--- src/rtl/g_macro_pkg.sv ---
// Shared definitions for the schematic gate macro library.
// Holds the reduction mode codes, the persistence filter state encoding
// and the reduction helper used by the N-input gate macros.
package g_macro_pkg;

  localparam int unsigned MODE_OR  = 0;
  localparam int unsigned MODE_AND = 1;
  localparam int unsigned MODE_XOR = 2;

  // Largest gate supported by g_reduce.
  localparam int unsigned MAX_WIDTH = 32;

  // Persistence filter states: output agrees with raw, or raw differs and is being counted.
  typedef enum logic {
    ST_STABLE = 1'b0,
    ST_QUAL   = 1'b1
  } filt_state_e;

  // Reduce the low 'width' bits of 'term' with OR, AND or XOR; bits above 'width' are ignored.
  function automatic logic g_reduce(input logic [MAX_WIDTH-1:0] term,
                                    input int unsigned          width,
                                    input int unsigned          mode);
    logic r;
    r = (mode == MODE_AND);
    for (int unsigned i = 0; i < MAX_WIDTH; i++) begin
      if (i < width) begin
        case (mode)
          MODE_AND: r = r & term[i];
          MODE_XOR: r = r ^ term[i];
          default:  r = r | term[i];
        endcase
      end
    end
    return r;
  endfunction

endpackage

--- src/rtl/g_sync_chain.sv ---
// Per-bit synchroniser chain for possibly asynchronous inputs.
// Ports:
//   CK  - clock, rising edge
//   RN  - asynchronous active-low reset, clears every stage
//   D   - WIDTH-bit input
//   Q   - D after STAGES flops; a straight wire when STAGES = 0
// The flops have no enable: they always sample.
module g_sync_chain #(
  parameter int unsigned WIDTH  = 3,
  parameter int unsigned STAGES = 2
) (
  input  logic             CK,
  input  logic             RN,
  input  logic [WIDTH-1:0] D,
  output logic [WIDTH-1:0] Q
);

  generate
    if (STAGES == 0) begin : g_bypass
      assign Q = D;
    end else begin : g_flops
      logic [WIDTH-1:0] stage_q [STAGES];

      // Shift register: stage 0 samples D, the last stage drives Q.
      always_ff @(posedge CK or negedge RN) begin
        if (!RN) begin
          for (int i = 0; i < int'(STAGES); i++) begin
            stage_q[i] <= '0;
          end
        end else begin
          stage_q[0] <= D;
          for (int i = 1; i < int'(STAGES); i++) begin
            stage_q[i] <= stage_q[i-1];
          end
        end
      end

      assign Q = stage_q[STAGES-1];
    end
  endgenerate

endmodule

--- src/rtl/g_nlogic_filt.sv ---
// N-input gate with per-input inversion, selectable OR/AND/XOR reduction,
// optional input synchronisers and a persistence (glitch) filter.
// Ports:
//   CK  - clock, rising edge
//   RN  - asynchronous active-low reset
//   CE  - clock enable for filter state and Y (synchronisers ignore it)
//   D   - WIDTH gate inputs, may be asynchronous
//   Y   - filtered, registered gate result
//   YR  - unfiltered gate result taken straight from the synchroniser outputs
//   CHG - one-cycle pulse on the cycle Y toggles
module g_nlogic_filt
  import g_macro_pkg::*;
#(
  parameter int unsigned      WIDTH       = 3,
  parameter logic [WIDTH-1:0] INV_MASK    = {WIDTH{1'b1}},
  parameter int unsigned      MODE        = 0,
  parameter int unsigned      SYNC_STAGES = 2,
  parameter int unsigned      FILTER      = 4,
  parameter logic             RESET_VAL   = 1'b0
) (
  input  logic             CK,
  input  logic             RN,
  input  logic             CE,
  input  logic [WIDTH-1:0] D,
  output logic             Y,
  output logic             YR,
  output logic             CHG
);

  localparam int unsigned CNT_W  = $clog2(FILTER + 1);
  localparam int unsigned FILL_W = (SYNC_STAGES > 0) ? $clog2(SYNC_STAGES + 1) : 1;

  // Reject illegal configurations at elaboration.
  generate
    if (MODE > MODE_XOR) begin : g_bad_mode
      $error("g_nlogic_filt: MODE must be 0 (OR), 1 (AND) or 2 (XOR)");
    end
    if (WIDTH < 1 || WIDTH > MAX_WIDTH) begin : g_bad_width
      $error("g_nlogic_filt: WIDTH must be 1..32");
    end
    if (SYNC_STAGES > 3) begin : g_bad_sync
      $error("g_nlogic_filt: SYNC_STAGES must be 0..3");
    end
    if (FILTER < 1 || FILTER > 255) begin : g_bad_filter
      $error("g_nlogic_filt: FILTER must be 1..255");
    end
  endgenerate

  logic [WIDTH-1:0]  ds;
  logic [WIDTH-1:0]  term;
  logic              raw;
  logic [FILL_W-1:0] fill_q;
  logic              fill_done;
  filt_state_e       state_q, state_d;
  logic [CNT_W-1:0]  cnt_q, cnt_d;
  logic              y_d;
  logic              chg_d;

  g_sync_chain #(
    .WIDTH  (WIDTH),
    .STAGES (SYNC_STAGES)
  ) u_sync (
    .CK (CK),
    .RN (RN),
    .D  (D),
    .Q  (ds)
  );

  // Gate: invert selected inputs, then reduce.
  assign term = ds ^ INV_MASK;
  assign raw  = g_reduce(MAX_WIDTH'(term), WIDTH, MODE);
  assign YR   = raw;

  // After reset the synchroniser still holds reset zeros rather than real
  // input samples; qualification waits until the chain has refilled so the
  // full SYNC_STAGES + FILTER latency applies after every reset release.
  assign fill_done = (fill_q == FILL_W'(SYNC_STAGES));

  always_ff @(posedge CK or negedge RN) begin
    if (!RN) begin
      fill_q <= '0;
    end else if (!fill_done) begin
      fill_q <= fill_q + FILL_W'(1);
    end
  end

  // Filter state, counter and registered outputs.
  always_ff @(posedge CK or negedge RN) begin
    if (!RN) begin
      state_q <= ST_STABLE;
      cnt_q   <= '0;
      Y       <= RESET_VAL;
      CHG     <= 1'b0;
    end else begin
      state_q <= state_d;
      cnt_q   <= cnt_d;
      Y       <= y_d;
      CHG     <= chg_d;
    end
  end

  // Next state: count consecutive enabled cycles with raw != Y; toggle on the FILTER-th.
  always_comb begin
    state_d = state_q;
    cnt_d   = cnt_q;
    y_d     = Y;
    chg_d   = 1'b0;
    if (CE && fill_done) begin
      case (state_q)
        ST_STABLE: begin
          if (raw != Y) begin
            if (FILTER == 1) begin
              y_d   = raw;
              chg_d = 1'b1;
            end else begin
              cnt_d   = CNT_W'(1);
              state_d = ST_QUAL;
            end
          end
        end
        ST_QUAL: begin
          if (raw == Y) begin
            cnt_d   = '0;
            state_d = ST_STABLE;
          end else if (cnt_q >= CNT_W'(FILTER - 1)) begin
            y_d     = raw;
            chg_d   = 1'b1;
            cnt_d   = '0;
            state_d = ST_STABLE;
          end else begin
            cnt_d = cnt_q + CNT_W'(1);
          end
        end
        default: begin
          cnt_d   = '0;
          state_d = ST_STABLE;
        end
      endcase
    end
  end

endmodule

--- config.mk ---
export PLATFORM = sky130hd
export DESIGN_NAME = g_nlogic_filt
export DESIGN_NICKNAME = d
export VERILOG_FILES = /design/src/rtl/g_macro_pkg.sv /design/src/rtl/g_sync_chain.sv /design/src/rtl/g_nlogic_filt.sv
export SDC_FILE = /design/constraint.sdc
export NUM_CORES = 1
export LEC_CHECK = 0
export CORE_MARGIN = 3
export CORE_UTILIZATION = 35
export DETAILED_ROUTE_END_ITERATION = 7
export GPL_TIMING_DRIVEN = 0
export HOLD_SLACK_MARGIN = 0.1
export PLACE_DENSITY_LB_ADDON = 0.25
export SYNTH_ARGS = -nofsm -noshare
export SYNTH_HDL_FRONTEND = slang
export SYNTH_SLANG_ARGS = --single-unit
--- constraint.sdc ---
create_clock -name CK -period 2.3 [get_ports CK]
set_input_delay 0.575 -clock CK [delete_from_list [all_inputs] [get_ports CK]]
set_output_delay 0.575 -clock CK [all_outputs]
set_load 0.01 [all_outputs]
Word-level counts from Yosys, hierarchy flattened
Index checks and enable logic that the tools add are counted.
{ "totals": {"ff_bits": 14, "latchBits": 0, "mem_bits_rw": 0, "mem_bits_ro": 0, "input_bits": 6, "output_inout_bits": 3, "word_cells": 34, "memories": 0} }
{ "classes": {"add_sub_neg": 2, "mul": 0, "n_div": 0, "n_lt_le_gt_ge": 1, "eq_ne": 4, "shifts": 0, "mux": 12, "n_bitwise": 5, "reduce_logical": 3} }
{ "op_table": {"columns": ["op", "n"], "rows": [
  ["3-bit 2-to-1 mux", 3],
  ["1-bit 2-to-1 mux", 7],
  ["3-bit case mux with 2 select lines", 1],
  ["4-bit AND reduction", 1],
  ["3-bit by 1-bit adder with 3-bit output, second input constant", 1],
  ["3-bit by 2-bit >= comparator with 1-bit output, second input constant", 1],
  ["3-bit NOT", 1],
  ["2-bit by 1-bit adder with 2-bit output, second input constant", 1],
  ["2-bit equality test, second input constant", 1],
  ["2-bit != test, second input constant", 1],
  ["1-bit NOT", 2],
  ["1-bit OR", 2],
  ["1-bit case mux with 2 select lines", 1],
  ["2-bit AND reduction", 1],
  ["1-bit equality test", 1],
  ["1-bit logical AND", 1],
  ["1-bit != test", 1]
]} }

Depth between registers and ports, before layout
Gate-level depths: netlist of run 1.
{ "depth": {"depth_word": 7, "ltp_mapped": 7} }

By module
A second synthesis of run 1 with hierarchy kept.
{ "hier_totals": {"hier_cells": 47, "area_unflattened_um2": 593.1} }
{ "modules_own_cells": {"columns": ["mod", "n_inst", "cells_each", "area_per_inst_um2"], "rows": [
  ["g_nlogic_filt", 1, 38, 420.4],
  ["g_sync_chain", 1, 9, 172.7]
]} }

Worst setup path before layout of run 1
OpenSTA, ideal clock, no wires.
{ "synth_path": {"path_type": "flip-flop to flip-flop", "startpoint": "reg cnt_q[0]", "endpoint": "reg Y", "setup_time_ns": 0.125, "t_arrival_ns": 1.448, "required_ns": 2.175, "setup_slack_ns": 0.727, "stages_incl_launch_ff": 7, "path_buffers": 0, "period_less_slack_ns": 1.573, "cell_sequence": "dfrtp_1 ha_1 ha_1 a211oi_2 nor2_1 nand2_1 mux2_4"} }
{ "synth_between": {"elab_chain_cells": 2} }
{ "synth_rtl": {"columns": ["element", "line", "source"], "rows": [
  ["start, declared", "g_nlogic_filt.sv:55", "logic [CNT_W-1:0] cnt_q, cnt_d;"],
  ["start signal, assigned", "g_nlogic_filt.sv:96", "cnt_q <= cnt_d;"],
  ["3-bit by 2-bit >= comparator with 1-bit output", "g_nlogic_filt.sv:125", "end else if (cnt_q >= CNT_W'(FILTER - 1)) begin"],
  ["4-bit AND reduction (no line)", null, null],
  ["end signal, assigned", "g_nlogic_filt.sv:97", "Y <= y_d;"],
  ["end, declared", "g_nlogic_filt.sv:25", "output logic Y,"]
]} }
Every way passes these cells.
A chain may end at the register's enable or synchronous reset.

Worst setup path after layout of run 1
{ "layout_path": {"startpoint": "reg u_sync.g_flops.stage_q, in the netlist u_sync.Q[2]", "endpoint": "out YR"} }
{ "layout_between": {"elab_chain_cells": 2} }
{ "layout_rtl": {"columns": ["element", "line", "source"], "rows": [
  ["start, declared", "g_sync_chain.sv:22", "logic [WIDTH-1:0] stage_q [STAGES];"],
  ["start signal, assigned by index", "g_sync_chain.sv:33", "stage_q[i] <= stage_q[i-1];"],
  ["3-bit NOT (no line)", null, null],
  ["1-bit OR", "g_macro_pkg.sv:30", "default: r = r | term[i];"],
  ["end, declared", "g_nlogic_filt.sv:26", "output logic YR,"]
]} }
Every way passes these cells.

==> flow_summary.ini, run 1 <==
[sta]
finalSetupViolCount = 0
rsz0062_at_grt = false
hold_violations = 0
tightest_slew_ns = 0.592
slew_violations = 0
fin_skew_ns = 0.00211
finalCriticalPeriod_ns = 1.90
timing.slew.headroom = 0.604
fin_setup_tns_ns = 0
final.period_utilization = 0.826
max_freq_mhz = 526
worst_slack_ns = 0.400

[final_layout]
final_cells = 72
layout-drive-gt1-share = 0.196
multiInputGateArea_um2 = 206
nNetsFinal = 66
area.growth.synth_to_final_pct = 23.5
seq_area_um2 = 350
n_antenna_cell = 0
utilization = 0.470
fillers = 140

[setup_path]
start_kind = flop
cp.arrival_ns = 1.33
worstSetupEndpointType = output pin
path_buf_inv = 1
critPathTopFamily = buffers and inverters
crit_slowest_cell = clkdlybuf4s50_1
path_class = flop to output pin
max_stage_delay_ns = 0.55
cp_max_fo = 4
required_ns = 1.73
crit_chain = nand3_2 > clkdlybuf4s50_1

[global_routing]
grt_pass1_vias = 345
grt_max_degree = 15
antenna_found_initial = 0
grt-ovfl-total = 0
grtUsageTotal = 0.0947
grt_pass1_wl_um = 1370

[routing]
drt_first_pass_iters = 4
num_vias = 340
vias_per_cell = 4.72
drt-initial-drc-count = 4
wire_per_inst_um = 10.4
drc = 0
wl_um = 751
ant_nets = 0

[die]
die-area_um2 = 2180
die_width_um = 46.7
core_um2 = 1520
rows = 14
die-height_um = 46.7
start_util = 0.380
ios = 9

[power]
cellPowerDensity_nw_per_um2 = 981
p_leak_uw = 0.000311
irDropWorstVdd_v = 0.000438

[synthesis]
synth.top_cell.area_share = 0.605
synth.avg_cell_area_um2 = 13.2
synth.area.top_cells = dfrtp_1 (60%), ha_1 (6.5%), o21ai_0 (3.5%)
ys_ff_latch = 14
syn_area_um2 = 579
syn-num-nets = 53
synth_warnings = 0
synth_top_area_cell = dfrtp_1
synth_cell_types = 18
yosysSeqAreaShare = 0.605
synthCells = 44

[clock_tree]
cts_tree = built
cts_buffers = 3
clock_path_buffers = 2
clk_pin_slew_ns = 0.08
clk_latency_ns = 0.27
cts_root_buf = clkbuf_4
postCtsSetupRepairBufs = 0
hold_buffers = 0
clkSinkCount = 14
cts-resized-gates = 0
cts-htree-levels = 1

[place]
gp_congestion = 0.712
hpwl_um = 587
placedCellCount = 68
io_buffers = 8
dp_slack_ns = 0.488

[worst_hold_path]
min_path_type = flop to flop

[status]
status = finished, final reports clean

[flow_run]
drv_cap = 0
[final cells by class]
type,count,area share
clock buffer,4,0.0507
sequential,14,0.490
tap,16,0.0280
timing repair buffer,8,0.112
inverter,3,0.0157
buffer,1,0.0157
multi-input combinational,26,0.288
[cell families after synthesis]
kind of cell,Yosys count,synth area share
flops,14,0.605
buf+inv,4,0.0389
simple gates,9,0.0907
fa+ha+maj,3,0.0648
xor+xnor,3,0.0583
compound gates,10,0.117
mux,1,0.0259
[worst paths after layout]
check / from / endpoint / slack [ns] / cells after the start
worst max-delay path: u_sync.Q[2] / YR / 0.40 / 2
worst min-delay path: u_sync.g_flops.stage_q[4] / u_sync.Q[1] / 0.35 / 0
worst max register to register: cnt_q[0] / Y / 0.62 / 6
worst min register to register: u_sync.g_flops.stage_q[4] / u_sync.Q[1] / 0.35 / 0
max in group asynchronous: RN / u_sync.Q[1] / 1.24 / 1
min in group asynchronous: RN / cnt_q[1] / 0.67 / 1
[flip-flops by register name (all words and copies together) (netlist names)]
name / flops
CHG: 1
Y: 1
cnt_q: 3
fill_q: 2
state_q: 1
u_sync.Q: 3
u_sync.g_flops.stage_q: 3
[worst register-to-register path: cells and delay by family (launching register included)]
family / cells / cell delay [ns]
and+or+nand+nor: 2 / 0.18
adders and majority gates: 2 / 0.40
muxes: 1 / 0.30
AOI/OAI and AO/OA: 1 / 0.27
DFF: 1 / 0.43
[metrics by stage]
step	cell area [um^2]	power [uW]	hold WS, ns
2_1_floorplan	579	474	0.279
3_3_place_gp	679	535	0.332
3_5_place_dp	679	538	0.336
4_1_cts	716	713	0.354
5_1_grt	716	761	0.371
6_report	716	702	0.354
[report_power, final]
part	switching, uW	internal, uW	total [uW]
registers	48.5	289	338
logic	84.6	108	193
clock network	75.2	96.2	171
total	208	494	702
[Yosys cell counts (all sizes together)]
cell      n
xnor2     2
inv       3
dfrtp    14
a211oi    1
nor2      2
o22ai     1
ha        3
nand3     1
and2      1
mux2      1
nand2     4
o2bb2ai   1
o21ai     4
xor2      1
and3      1
a21oi     2
buf       1
a32o      1
[routing by layer]
metal,vias up,global-route usage,part of all wire
met1,157,0.107,0.45
li1,172,-,-
met4,0,0.0331,0
met5,-,0,0
met3,0,0.0742,0.089
met2,11,0.135,0.46
[cells in the final DEF, fill, tap and decap left out, types with 2 or more instances in the layout]
cell type	Yosys	routed
clkbuf_4	0	3
nand2_1	4	4
a21oi_1	2	2
clkdlybuf4s50_1	0	8
o21ai_0	4	4
dfrtp_1	14	14
inv_1	3	3
ha_1	3	3
nor2_1	2	2
xnor2_1	2	2
Power figures use the tool's default switching activity.
==> inputs of run 2 (changes only) <==
clock period = 1.7 ns   (was 2.3 ns; I/O delays follow)
==> run 2 against run 1 <==
Compared with the run above:
- global-route usage unchanged
- critical path depth up 4
- via count up 3.2%
==> flow_summary.ini, run 2 (same netlist as run 1, synthesis figures left out) <==
[sta]
fin_skew_ns = 0.00142
hold_violations = 0
rsz0062_at_grt = false
tightest_slew_ns = 0.597
final.period_utilization = 0.932
finalCriticalPeriod_ns = 1.58
max_freq_mhz = 631
slew_violations = 0
timing.slew.headroom = 0.601
finalSetupViolCount = 0
fin_setup_tns_ns = 0

[final_layout]
multiInputGateArea_um2 = 219
area.growth.synth_to_final_pct = 28.9
final_common_cell = dfrtp_1
layout-drive-gt1-share = 0.293
nNetsFinal = 68
n_antenna_cell = 0
seq_area_um2 = 353
final_cell_area_um2 = 747
fillers = 142
layout_common_cells = dfrtp_1 (12), clkdlybuf4s50_1 (6), nand2_1 (4), o21ai_0 (4)

[place]
dpl_cell_area_um2 = 679
gp_congestion = 0.712
hpwl_um = 587
io_buffers = 8

[power]
p_leak_uw = 0.000325
cellPowerDensity_nw_per_um2 = 1360
irDropWorstVdd_v = 0.000593

[clock_tree]
clkSinkCount = 14
clock_path_buffers = 2
cts_tree = built
clk_pin_slew_ns = 0.08
cts_root_buf = clkbuf_4
clk_latency_ns = 0.27
cts-htree-levels = 1
cts_buffers = 3

[die]
ios = 9
rows = 14
die-area_um2 = 2180
die-height_um = 46.7
start_util = 0.380
core_um2 = 1520
die_width_um = 46.7

[routing]
num_vias = 351
drt_first_pass_iters = 3
drt-initial-drc-count = 1
vias_per_cell = 4.74
drc = 0
wl_um = 774
ant_nets = 0
wire_per_inst_um = 10.5

[setup_path]
max_stage_delay_ns = 0.44
start_kind = flop
crit_chain = ha_2 > ha_2 > a211oi_4 > nor2_1 > nand2_1 > mux2_4
crit_top_cell = ha_2
cp_max_fo = 5
critPathTopFamily = flip-flops
path_class = flop to flop
cp.arrival_ns = 1.75
crit_slowest_cell = dfrtp_2
path_buf_inv = 0
required_ns = 1.86
worstSetupEndpointType = flop

[global_routing]
grt-ovfl-total = 0
grt_max_degree = 15
grtUsageTotal = 0.0947
antenna_found_initial = 0
grt_pass1_wl_um = 1370
grt_pass1_vias = 345

[worst_hold_path]
min_path_type = flop to flop

[flow_run]
drv_cap = 0

[status]
status = finished, final reports clean
## run 2: routing by layer
metal | global-route usage | vias to the layer above | wire [um]
met2 | 0.135 | 11 | 363
met4 | 0.0331 | 0 | 0
li1 | - | 176 | -
met1 | 0.107 | 164 | 342
met5 | 0 | - | 0
met3 | 0.0742 | 0 | 67
## run 2: stage by stage
stage / std cells / utilization / setup WS, ns / hold WS (ns) / power (uW)
3_5_place_dp: 68 / 0.446 / 0.0232 / 0.336 / 728
5_1_grt: 74 / 0.490 / 0.00837 / 0.371 / 1100
3_3_place_gp: 68 / 0.446 / 0.0274 / 0.332 / 723
6_report: 74 / 0.490 / 0.116 / 0.354 / 1010
2_1_floorplan: 44 / - / 0.127 / 0.129 / 642
4_1_cts: 72 / 0.470 / 0.00636 / 0.354 / 966
## run 2: report_power, final
group	switching (uW)	internal [uW]	total (uW)	leakage, uW
Sequential	67.5	396	464	0.000167
Combinational	133	186	319	0.000137
Clock	100	130	230	0.0000210
## run 2: path summary, 6_finish.rpt
path,endpoint,slack (ns),from,cells past startpoint
worst max register to register,Y,0.12,cnt_q[0],6
worst min register to register,u_sync.Q[1],0.35,u_sync.g_flops.stage_q[4],0
min in group asynchronous,cnt_q[1],0.53,RN,1
max in group asynchronous,cnt_q[0],0.75,RN,1
worst max-delay path,Y,0.12,cnt_q[0],6
worst min-delay path,u_sync.Q[1],0.35,u_sync.g_flops.stage_q[4],0
## run 2: layout make-up
type,instances,share of cell area
plain buffers,1,0.0151
repair buffers,10,0.129
multi-input cells,26,0.293
inverters,3,0.0151
flip-flops and latches,14,0.472
clock buffers,4,0.0486
well taps,16,0.0268
## run 2: worst register-to-register path: cells and delay by family, from the launching register on
kind / cells / cell delay (ns)
flip-flops: 1 / 0.44
adder cells (fa/ha/maj): 2 / 0.37
multiplexers: 1 / 0.30
AO/OA/AOI/OAI: 1 / 0.20
AND/OR/NAND/NOR: 2 / 0.18
## run 2: repair_timing
| item | in CTS | in global routing |
|---|---|---|
| hold endpoints to repair | 0 | 0 |
| hold buffers | 0 | 0 |
| pin swaps | 0 | 3 |
| setup buffers | 0 | 2 |
| endpoints found under the setup margin | 2 | 3 |
| gates resized for setup | 2 | 5 |
